<file path="config.mk">
export PLATFORM = sky130hd
export DESIGN_NAME = pc_fetch_ctrl_flat
export DESIGN_NICKNAME = d
export VERILOG_FILES = /design/src/rtl/pc_fetch_ctrl_if.sv /design/src/rtl/pc_fetch_ctrl.sv /design/src/flat_wrapper.sv
export SDC_FILE = /design/constraint.sdc
export NUM_CORES = 1
export LEC_CHECK = 0
export ABC_AREA = 0
export BUFFER_PORTS_ARGS = -buffer_cell sky130_fd_sc_hd__buf_4
export CAP_MARGIN = 40
export CELL_PAD_IN_SITES_DETAIL_PLACEMENT = 1
export CELL_PAD_IN_SITES_GLOBAL_PLACEMENT = 1
export CORE_AREA = 2 2 83 85
export CTS_CLUSTER_DIAMETER = 30
export DETAILED_ROUTE_END_ITERATION = 8
export DIE_AREA = 0 0 85 87
export GPL_ROUTABILITY_DRIVEN = 0
export PLACE_DENSITY_LB_ADDON = 0.1
export SETUP_SLACK_MARGIN = 0.1
export SYNTH_ARGS = -nofsm -noshare
export SYNTH_HDL_FRONTEND = slang
export SYNTH_SLANG_ARGS = --single-unit
</file>
<file path="constraint.sdc">
create_clock -name clk -period 3 [get_ports clk]
set_input_delay 0.6 -clock clk [delete_from_list [all_inputs] [get_ports clk]]
set_output_delay 0.6 -clock clk [all_outputs]
set_load 0.05 [all_outputs]
</file>
<file path="src/rtl/pc_fetch_ctrl_if.sv">
// Bundles the fetch controller's table, init-ROM, branch and PC signals.
// master = fetch controller, slave = surrounding pipeline/table/ROM.
interface pc_fetch_ctrl_if #(
   parameter int unsigned PC_W  = 10,
   parameter int unsigned IDX_W = 5
);
   logic             start;
   logic [PC_W-1:0]  init_data;
   logic [IDX_W-1:0] init_addr;
   logic [IDX_W-1:0] blut_index;
   logic [PC_W-1:0]  blut_wdata;
   logic             blut_we;
   logic [PC_W-1:0]  blut_target;
   logic             branch_req;
   logic             branch_taken;
   logic [IDX_W-1:0] branch_index;
   logic             halt_req;
   logic [PC_W-1:0]  pc;
   logic             pc_valid;
   logic             stall;
   logic             done;

   modport master (
      input  start, init_data, blut_target, branch_req, branch_taken, branch_index, halt_req,
      output init_addr, blut_index, blut_wdata, blut_we, pc, pc_valid, stall, done
   );

   modport slave (
      output start, init_data, blut_target, branch_req, branch_taken, branch_index, halt_req,
      input  init_addr, blut_index, blut_wdata, blut_we, pc, pc_valid, stall, done
   );
endinterface

</file>
<file path="src/rtl/pc_fetch_ctrl.sv">
// PC / fetch sequencer: loads the branch lookup table from the init ROM,
// then steps the PC and redirects through the table on taken branches.
module pc_fetch_ctrl #(
   parameter int unsigned    PC_W        = 10,
   parameter int unsigned    IDX_W       = 5,
   parameter int unsigned    NUM_ENTRIES = 32,
   parameter logic [PC_W-1:0] RESET_PC   = '0
) (
   input  logic               clk,
   input  logic               reset,
   pc_fetch_ctrl_if.master    bus
);

   localparam logic [IDX_W-1:0] LAST_IDX = IDX_W'(NUM_ENTRIES - 1);

   typedef enum logic [2:0] {
      S_IDLE,
      S_INIT,
      S_RUN,
      S_BR_WAIT,
      S_HALT
   } state_e;

   state_e           state_q, state_d;
   logic [PC_W-1:0]  pc_q, pc_d;
   logic [IDX_W-1:0] cnt_q, cnt_d;
   logic [IDX_W-1:0] idx_q, idx_d;
   logic             we_q, we_d;
   logic             valid_q, valid_d;
   logic             stall_q, stall_d;
   logic             done_q, done_d;
   logic             br_take_c;
   logic [IDX_W-1:0] blut_index_c;

   // Next-state, next-PC and next registered-output decode
   always_comb begin
      state_d   = state_q;
      pc_d      = pc_q;
      cnt_d     = cnt_q;
      br_take_c = (state_q == S_RUN) && !bus.halt_req && bus.branch_req && bus.branch_taken;

      case (state_q)
         S_IDLE: begin
            if (bus.start) begin
               state_d = S_INIT;
               cnt_d   = '0;
            end
         end
         S_INIT: begin
            if (cnt_q == LAST_IDX) begin
               state_d = S_RUN;
               pc_d    = RESET_PC;
               cnt_d   = '0;
            end else begin
               cnt_d = cnt_q + IDX_W'(1);
            end
         end
         S_RUN: begin
            if (bus.halt_req) begin
               state_d = S_HALT;
            end else if (br_take_c) begin
               state_d = S_BR_WAIT;
            end else begin
               pc_d = pc_q + PC_W'(1);
            end
         end
         S_BR_WAIT: begin
            pc_d    = bus.blut_target;
            state_d = S_RUN;
         end
         S_HALT: begin
            if (bus.start) begin
               state_d = S_RUN;
               pc_d    = RESET_PC;
            end
         end
         default: state_d = S_IDLE;
      endcase

      // Table index is presented in the issuing cycle; otherwise it holds its last value
      if (state_q == S_INIT) begin
         blut_index_c = cnt_q;
      end else if (br_take_c) begin
         blut_index_c = bus.branch_index;
      end else begin
         blut_index_c = idx_q;
      end
      idx_d = blut_index_c;

      we_d    = (state_d == S_INIT);
      valid_d = (state_d == S_RUN);
      stall_d = (state_d == S_INIT) || (state_d == S_BR_WAIT);
      done_d  = (state_d == S_HALT);
   end

   always_ff @(posedge clk or posedge reset) begin
      if (reset) begin
         state_q <= S_IDLE;
         pc_q    <= RESET_PC;
         cnt_q   <= '0;
         idx_q   <= '0;
         we_q    <= 1'b0;
         valid_q <= 1'b0;
         stall_q <= 1'b0;
         done_q  <= 1'b0;
      end else begin
         state_q <= state_d;
         pc_q    <= pc_d;
         cnt_q   <= cnt_d;
         idx_q   <= idx_d;
         we_q    <= we_d;
         valid_q <= valid_d;
         stall_q <= stall_d;
         done_q  <= done_d;
      end
   end

   assign bus.init_addr  = cnt_q;
   assign bus.blut_index = blut_index_c;
   assign bus.blut_wdata = we_q ? bus.init_data : '0;
   assign bus.blut_we    = we_q;
   assign bus.pc         = pc_q;
   assign bus.pc_valid   = valid_q;
   assign bus.stall      = stall_q;
   assign bus.done       = done_q;

endmodule

</file>
<file path="src/flat_wrapper.sv">
// flat-port wrapper written by rule: the top's interface ports become plain ports
module pc_fetch_ctrl_flat 
#(
   parameter int unsigned    PC_W        = 10,
   parameter int unsigned    IDX_W       = 5,
   parameter int unsigned    NUM_ENTRIES = 32,
   parameter logic [PC_W-1:0] RESET_PC   = '0
)
  (clk, reset, bus_start, bus_init_data, bus_blut_target, bus_branch_req, bus_branch_taken, bus_branch_index, bus_halt_req, bus_init_addr, bus_blut_index, bus_blut_wdata, bus_blut_we, bus_pc, bus_pc_valid, bus_stall, bus_done);
  pc_fetch_ctrl_if #(.PC_W(PC_W), .IDX_W(IDX_W)) bus_i ();
  input  logic clk;
  input  logic reset;
  input wire logic [$bits(bus_i.start)-1:0] bus_start;
  input wire logic [$bits(bus_i.init_data)-1:0] bus_init_data;
  input wire logic [$bits(bus_i.blut_target)-1:0] bus_blut_target;
  input wire logic [$bits(bus_i.branch_req)-1:0] bus_branch_req;
  input wire logic [$bits(bus_i.branch_taken)-1:0] bus_branch_taken;
  input wire logic [$bits(bus_i.branch_index)-1:0] bus_branch_index;
  input wire logic [$bits(bus_i.halt_req)-1:0] bus_halt_req;
  output wire logic [$bits(bus_i.init_addr)-1:0] bus_init_addr;
  output wire logic [$bits(bus_i.blut_index)-1:0] bus_blut_index;
  output wire logic [$bits(bus_i.blut_wdata)-1:0] bus_blut_wdata;
  output wire logic [$bits(bus_i.blut_we)-1:0] bus_blut_we;
  output wire logic [$bits(bus_i.pc)-1:0] bus_pc;
  output wire logic [$bits(bus_i.pc_valid)-1:0] bus_pc_valid;
  output wire logic [$bits(bus_i.stall)-1:0] bus_stall;
  output wire logic [$bits(bus_i.done)-1:0] bus_done;
  assign bus_i.start = bus_start;
  assign bus_i.init_data = bus_init_data;
  assign bus_i.blut_target = bus_blut_target;
  assign bus_i.branch_req = bus_branch_req;
  assign bus_i.branch_taken = bus_branch_taken;
  assign bus_i.branch_index = bus_branch_index;
  assign bus_i.halt_req = bus_halt_req;
  assign bus_init_addr = bus_i.init_addr;
  assign bus_blut_index = bus_i.blut_index;
  assign bus_blut_wdata = bus_i.blut_wdata;
  assign bus_blut_we = bus_i.blut_we;
  assign bus_pc = bus_i.pc;
  assign bus_pc_valid = bus_i.pc_valid;
  assign bus_stall = bus_i.stall;
  assign bus_done = bus_i.done;
  pc_fetch_ctrl #(.PC_W(PC_W), .IDX_W(IDX_W), .NUM_ENTRIES(NUM_ENTRIES), .RESET_PC(RESET_PC)) u_core (.clk(clk), .reset(reset), .bus(bus_i));
endmodule
</file>
Yosys cells after proc, flatten, opt, wreduce, memory -nomap -nowiden

Cells that the tools add are included.

Reductions and logical operators: 10
Equality and inequality tests: 14
Mux-type cells: 17
$add $sub $neg: 2

Operator list:

| cell                                                                   | number |
|---|---|
| 10-bit two-way mux                                                     | 5 |
| 10-bit one-hot mux with 4 select lines                                 | 1 |
| 5-bit two-way mux                                                      | 4 |
| 3-bit two-way mux                                                      | 5 |
| 3-bit one-hot mux with 5 select lines                                  | 1 |
| 3-bit by 2-bit equality test with 1-bit output (second input constant) | 4 |
| 10-bit by 1-bit adder with 10-bit output (second input constant)       | 1 |
| 5-bit one-hot mux with 2 select lines                                  | 1 |
| 2-bit != test (second input constant)                                  | 4 |
| 3-bit by 1-bit equality test with 1-bit output (second input constant) | 2 |
| 3-bit equality test (second input constant)                            | 2 |
| 5-bit by 1-bit adder with 5-bit output (second input constant)         | 1 |
| 5-bit equality test (second input constant)                            | 1 |
| 5-bit AND reduction                                                    | 1 |
| 4-bit nonzero test                                                     | 1 |
| 1-bit logical AND                                                      | 3 |
| 3-bit zero test                                                        | 1 |
| 2-bit by 1-bit != test with 1-bit output (second input constant)       | 1 |
| 2-bit AND reduction                                                    | 1 |
| 2-bit nonzero test                                                     | 1 |
| 1-bit zero test                                                        | 1 |
| 1-bit logical OR                                                       | 1 |

Word-level logic and storage cells: 51
Register bits: 27

Longest topological paths before layout

Depth after elaboration: 9
Mapped depth: 9
Mapped depth without buffers: 8

Worst setup path after synthesis

No wires, ideal clock.

Path type: register -> output
From: register u_core.state_q[1]
To: output port bus_blut_index[0]
Path slack: 0.372 ns
Cell stages (with the launch flop): 7
Data arrival time: 2.028 ns
Data required time: 2.400 ns
Cells stage by stage: dfrtp_1 > buf_2 > or3b_1 > buf_2 > nor2_4 > mux2i_1 > o21ai_1

Cells in the longest elaborated chain, start to end: 6
Elaborated cells on any way between the ends: 7
Classes of those cells: eq/ne: 2; mux: 2; reduce/logical: 3

RTL lines:

| item                                           | line                 | RTL |
|---|---|---|
| from (decl)                                    | pc_fetch_ctrl.sv:24  | `state_e state_q, state_d;` |
| from (signal assigned)                         | pc_fetch_ctrl.sv:107 | `state_q <= state_d;` |
| 3-bit by 2-bit equality test with 1-bit output | pc_fetch_ctrl.sv:40  | `br_take_c = (state_q == S_RUN) && !bus.halt_req && bus.branch_req && bus.branch_taken;` |
| 1-bit logical AND (3 in series)                | pc_fetch_ctrl.sv:40  |  |
| 5-bit two-way mux                              | pc_fetch_ctrl.sv:83  | `end else if (br_take_c) begin` |
| 5-bit two-way mux (*)                          | pc_fetch_ctrl.sv:81  | `if (state_q == S_INIT) begin` |
| to (decl)                                      | flat_wrapper.sv:21   | `output wire logic [$bits(bus_i.blut_index)-1:0] bus_blut_index;` |

Every way passes the cells marked *; elsewhere a longest branch is shown, timed or not.

Worst setup path in the final report

From: register u_core.cnt_q[0], in the netlist u_core.bus.init_addr[0]
To: register u_core.pc_q[9], in the netlist u_core.bus.pc[9]

Cells in the longest elaborated chain, start to end: 3

RTL lines:

| item                                               | line                 | RTL |
|---|---|---|
| from (decl)                                        | pc_fetch_ctrl.sv:26  | `logic [IDX_W-1:0] cnt_q, cnt_d;` |
| from (signal assigned)                             | pc_fetch_ctrl.sv:109 | `cnt_q <= cnt_d;` |
| 5-bit equality test                                | pc_fetch_ctrl.sv:50  | `if (cnt_q == LAST_IDX) begin` |
| 2-bit by 1-bit != test with 1-bit output (no line) | n/a                  |  |
| 5-bit AND reduction (no line)                      | n/a                  |  |
| to (signal assigned)                               | pc_fetch_ctrl.sv:108 | `pc_q <= pc_d;` |
| to (decl)                                          | pc_fetch_ctrl.sv:25  | `logic [PC_W-1:0] pc_q, pc_d;` |

No other way between the ends.
A chain may end at the register's enable or synchronous reset.

==> impl_metrics.env <==
export IMPL_synth_area_per_cell_um2=9.836
export IMPL_rsz0062_at_grt="false"
export IMPL_clock_latency_ps=280
export IMPL_area_delta_synth_final_pct=39.92
export IMPL_fp_coreArea_mm2=0.006569
export IMPL_stdcell_area_mm2=0.002188
export IMPL_yosys_register_bits=27
export IMPL_post_cts_resized=0
export IMPL_drt_wirelength_per_cell_um=15.92
export IMPL_antenna_left=0
export IMPL_globalRoute_totalOverflow=0
export IMPL_drc_errors=0
export IMPL_antenna_found_initial=0
export IMPL_grt_pass1_wl_um=8190
export IMPL_fin_cells=304
export IMPL_layout_common_cells="buf_4, dfrtp_1, nand2_1, o21ai_1, and2_1"
export IMPL_cap_violations=0
export IMPL_p_leak_nw=1.028
export IMPL_die_w_um=85
export IMPL_period_share_pct=87.12
export IMPL_rows=30
export IMPL_finalCriticalPeriod_ps=2614
export IMPL_pre_cts_slack_ps=423.0
export IMPL_tns_ps=0
export IMPL_synth_warning_count=0
export IMPL_synth_area_mm2=0.001564
export IMPL_drtIter0Drc=35
export IMPL_h_tree_depth=1
export IMPL_vias=1480
export IMPL_grt_pass1_vias=1647
export IMPL_ir_worst_vdd_v=0.0004963
export IMPL_setup_viol=0
export IMPL_dp_cells=300
export IMPL_max_freq_ghz=0.3826
export IMPL_seq_area_frac_synth_pct=43.20
export IMPL_drive_gt1_share_pct=36.16
export IMPL_synth_net_count=193
export IMPL_start_util_pct=23.81
export IMPL_cts_buffers=3
export IMPL_worstPathArrival_ps=2790
export IMPL_die_y_um=87
export IMPL_syn_instance_count=159
export IMPL_tritoncts="done"
export IMPL_crit_path_start_kind="register"
export IMPL_die_area_mm2=0.007395
export IMPL_yosys_cell_types_count=48
export IMPL_synth_flop_cell="dfrtp_1"
export IMPL_clock_sinks=27
export IMPL_post_cts_buffers=0
export IMPL_endpoint_kind="register"
export IMPL_synth_edff_count=0
export IMPL_hold_path_class="input pin to asynchronous set/reset pin"
export IMPL_drtPass1Iterations=3
export IMPL_cts_root_buf="clkbuf_8"
export IMPL_powerDensity_mw_per_mm2=1059
export IMPL_placed_cell_area_mm2=0.002140
export IMPL_path_clk_slew_ps=110
export IMPL_cts_hold_buf=0
export IMPL_layout_nets=259
export IMPL_tightest_slew_ps=624.6
export IMPL_num_io_pins=65
export IMPL_clock_skew_ps=10.35
export IMPL_worstSetupPathType="register to register"
export IMPL_dp_final_hpwl_um=3781
export IMPL_ys_async_sr_fraction_pct=100.0
export IMPL_portBuffers=64
export IMPL_vias_per_cell=4.868
export IMPL_cts_path_max_buffers=2
export IMPL_track_usage_pct=13.85
export IMPL_n_antenna_cell=0
export IMPL_final_common_cell="buf_4"
export IMPL_drt_total_wl_um=4840
export IMPL_cp_max_fo=7
export IMPL_hold_violations=0
export IMPL_worstPathRequired_ps=3180
export IMPL_whs_ps=381.9
export IMPL_grt_start_max_net_pins=28
export IMPL_slew_limit_headroom_pct=57.92
export IMPL_r2r_cells=8
export IMPL_fin_ws_ps=386.4
export IMPL_status="complete, no violations"
export IMPL_drv_slew=0
[per-layer routing]
| layer | GRT usage [%] | wire length [um] | up-vias |
|---|---|---|---|
| li1 | - | - | 711 |
| met1 | 16.31 | 2026 | 731 |
| met2 | 25.36 | 2560 | 34 |
| met3 | 2.938 | 208 | 4 |
| met4 | 3.896 | 44 | 0 |
| met5 | 0 | 0 | - |
[cell type report]
type / count / area [um2]
Clock inverter: 1 / 7.507
Multi-Input combinational cell: 121 / 838.3
Tap cell: 80 / 100.1
Sequential cell: 27 / 675.6
Fill cell: 754 / 4380
Clock buffer: 3 / 41.29
Inverter: 4 / 15.01
Timing Repair Buffer: 68 / 510.5
[path summary, 6_finish.rpt]
check	from	to	slack, ps
worst max register to register	u_core.bus.init_addr[0]$_DFFE_PP0P_	u_core.bus.pc[9]$_DFFE_PP0P_	390
worst min register to register	u_core.bus.init_addr[3]$_DFFE_PP0P_	u_core.bus.init_addr[3]$_DFFE_PP0P_	570
worst max-delay path	u_core.bus.init_addr[0]$_DFFE_PP0P_	u_core.bus.pc[9]$_DFFE_PP0P_	390
min in group clk	bus_blut_target[3]	u_core.bus.pc[3]$_DFFE_PP0P_	560
max in group asynchronous	reset	u_core.bus.pc[1]$_DFFE_PP0P_	2330
worst min-delay path	reset	u_core.idx_q[3]$_DFF_PP0_	380
[flip-flops by register name, indices dropped and copies added (netlist names)]
name / flops
u_core.bus.pc: 10
u_core.bus.stall: 1
u_core.bus.done: 1
u_core.state_q: 3
u_core.bus.init_addr: 5
u_core.bus.blut_we: 1
u_core.idx_q: 5
u_core.bus.pc_valid: 1
[where the power goes]
group	internal [mW]	total [mW]	switching, mW
sequential	0.491	0.625	0.134
combinational	0.471	1.47	1.00
clock	0.0945	0.222	0.127
total	1.06	2.32	1.26
[synthesized netlist by cell type, drive strengths merged, types with 2 or more instances]
cell / count / area share [%]
xnor2: 2 / 1.1
nand3b: 2 / 1.8
nand2: 14 / 3.4
and3: 4 / 1.6
o21ai: 18 / 5.8
a22oi: 2 / 0.96
o31ai: 6 / 2.9
ha: 3 / 2.4
and2: 13 / 5.2
nor2b: 3 / 1.2
dfrtp: 27 / 43
a221o: 3 / 1.9
nand3: 4 / 1.3
mux2i: 6 / 3.8
nand4: 2 / 0.80
nor3b: 2 / 1.3
buf: 6 / 2.0
or2: 5 / 2.0
nor2: 7 / 2.2
a22o: 5 / 2.8
inv: 4 / 0.96
or3b: 2 / 1.3
a21oi: 4 / 2.0
[worst max-delay path, cell delays in order (launching register included)]
cell      delay, ps
dfrtp_1         450
ha_1            250
and3_1          190
ha_1            210
or2_1           230
a221oi_2        450
or2_1           350
inv_2            60
a221o_1         320
[cell families after synthesis]
logic type	share of synthesized area [%]
xor+xnor	1.680
mux	3.840
compound gates	21.28
flops	43.20
fa+ha+maj	2.400
buf+inv	3.199
simple gates	24.40
[per-stage QoR]
| stage | util [%] | power [mW] |
|---|---|---|
| finish | 33.31 | 2.318 |
| global route | 33.31 | 2.479 |
| CTS | 33.31 | 2.356 |
| detailed placement | 32.57 | 2.123 |
| global placement | 32.57 | 2.110 |
| floorplan | - | 1.666 |
Note: power is estimated with default switching activity, not from simulation.
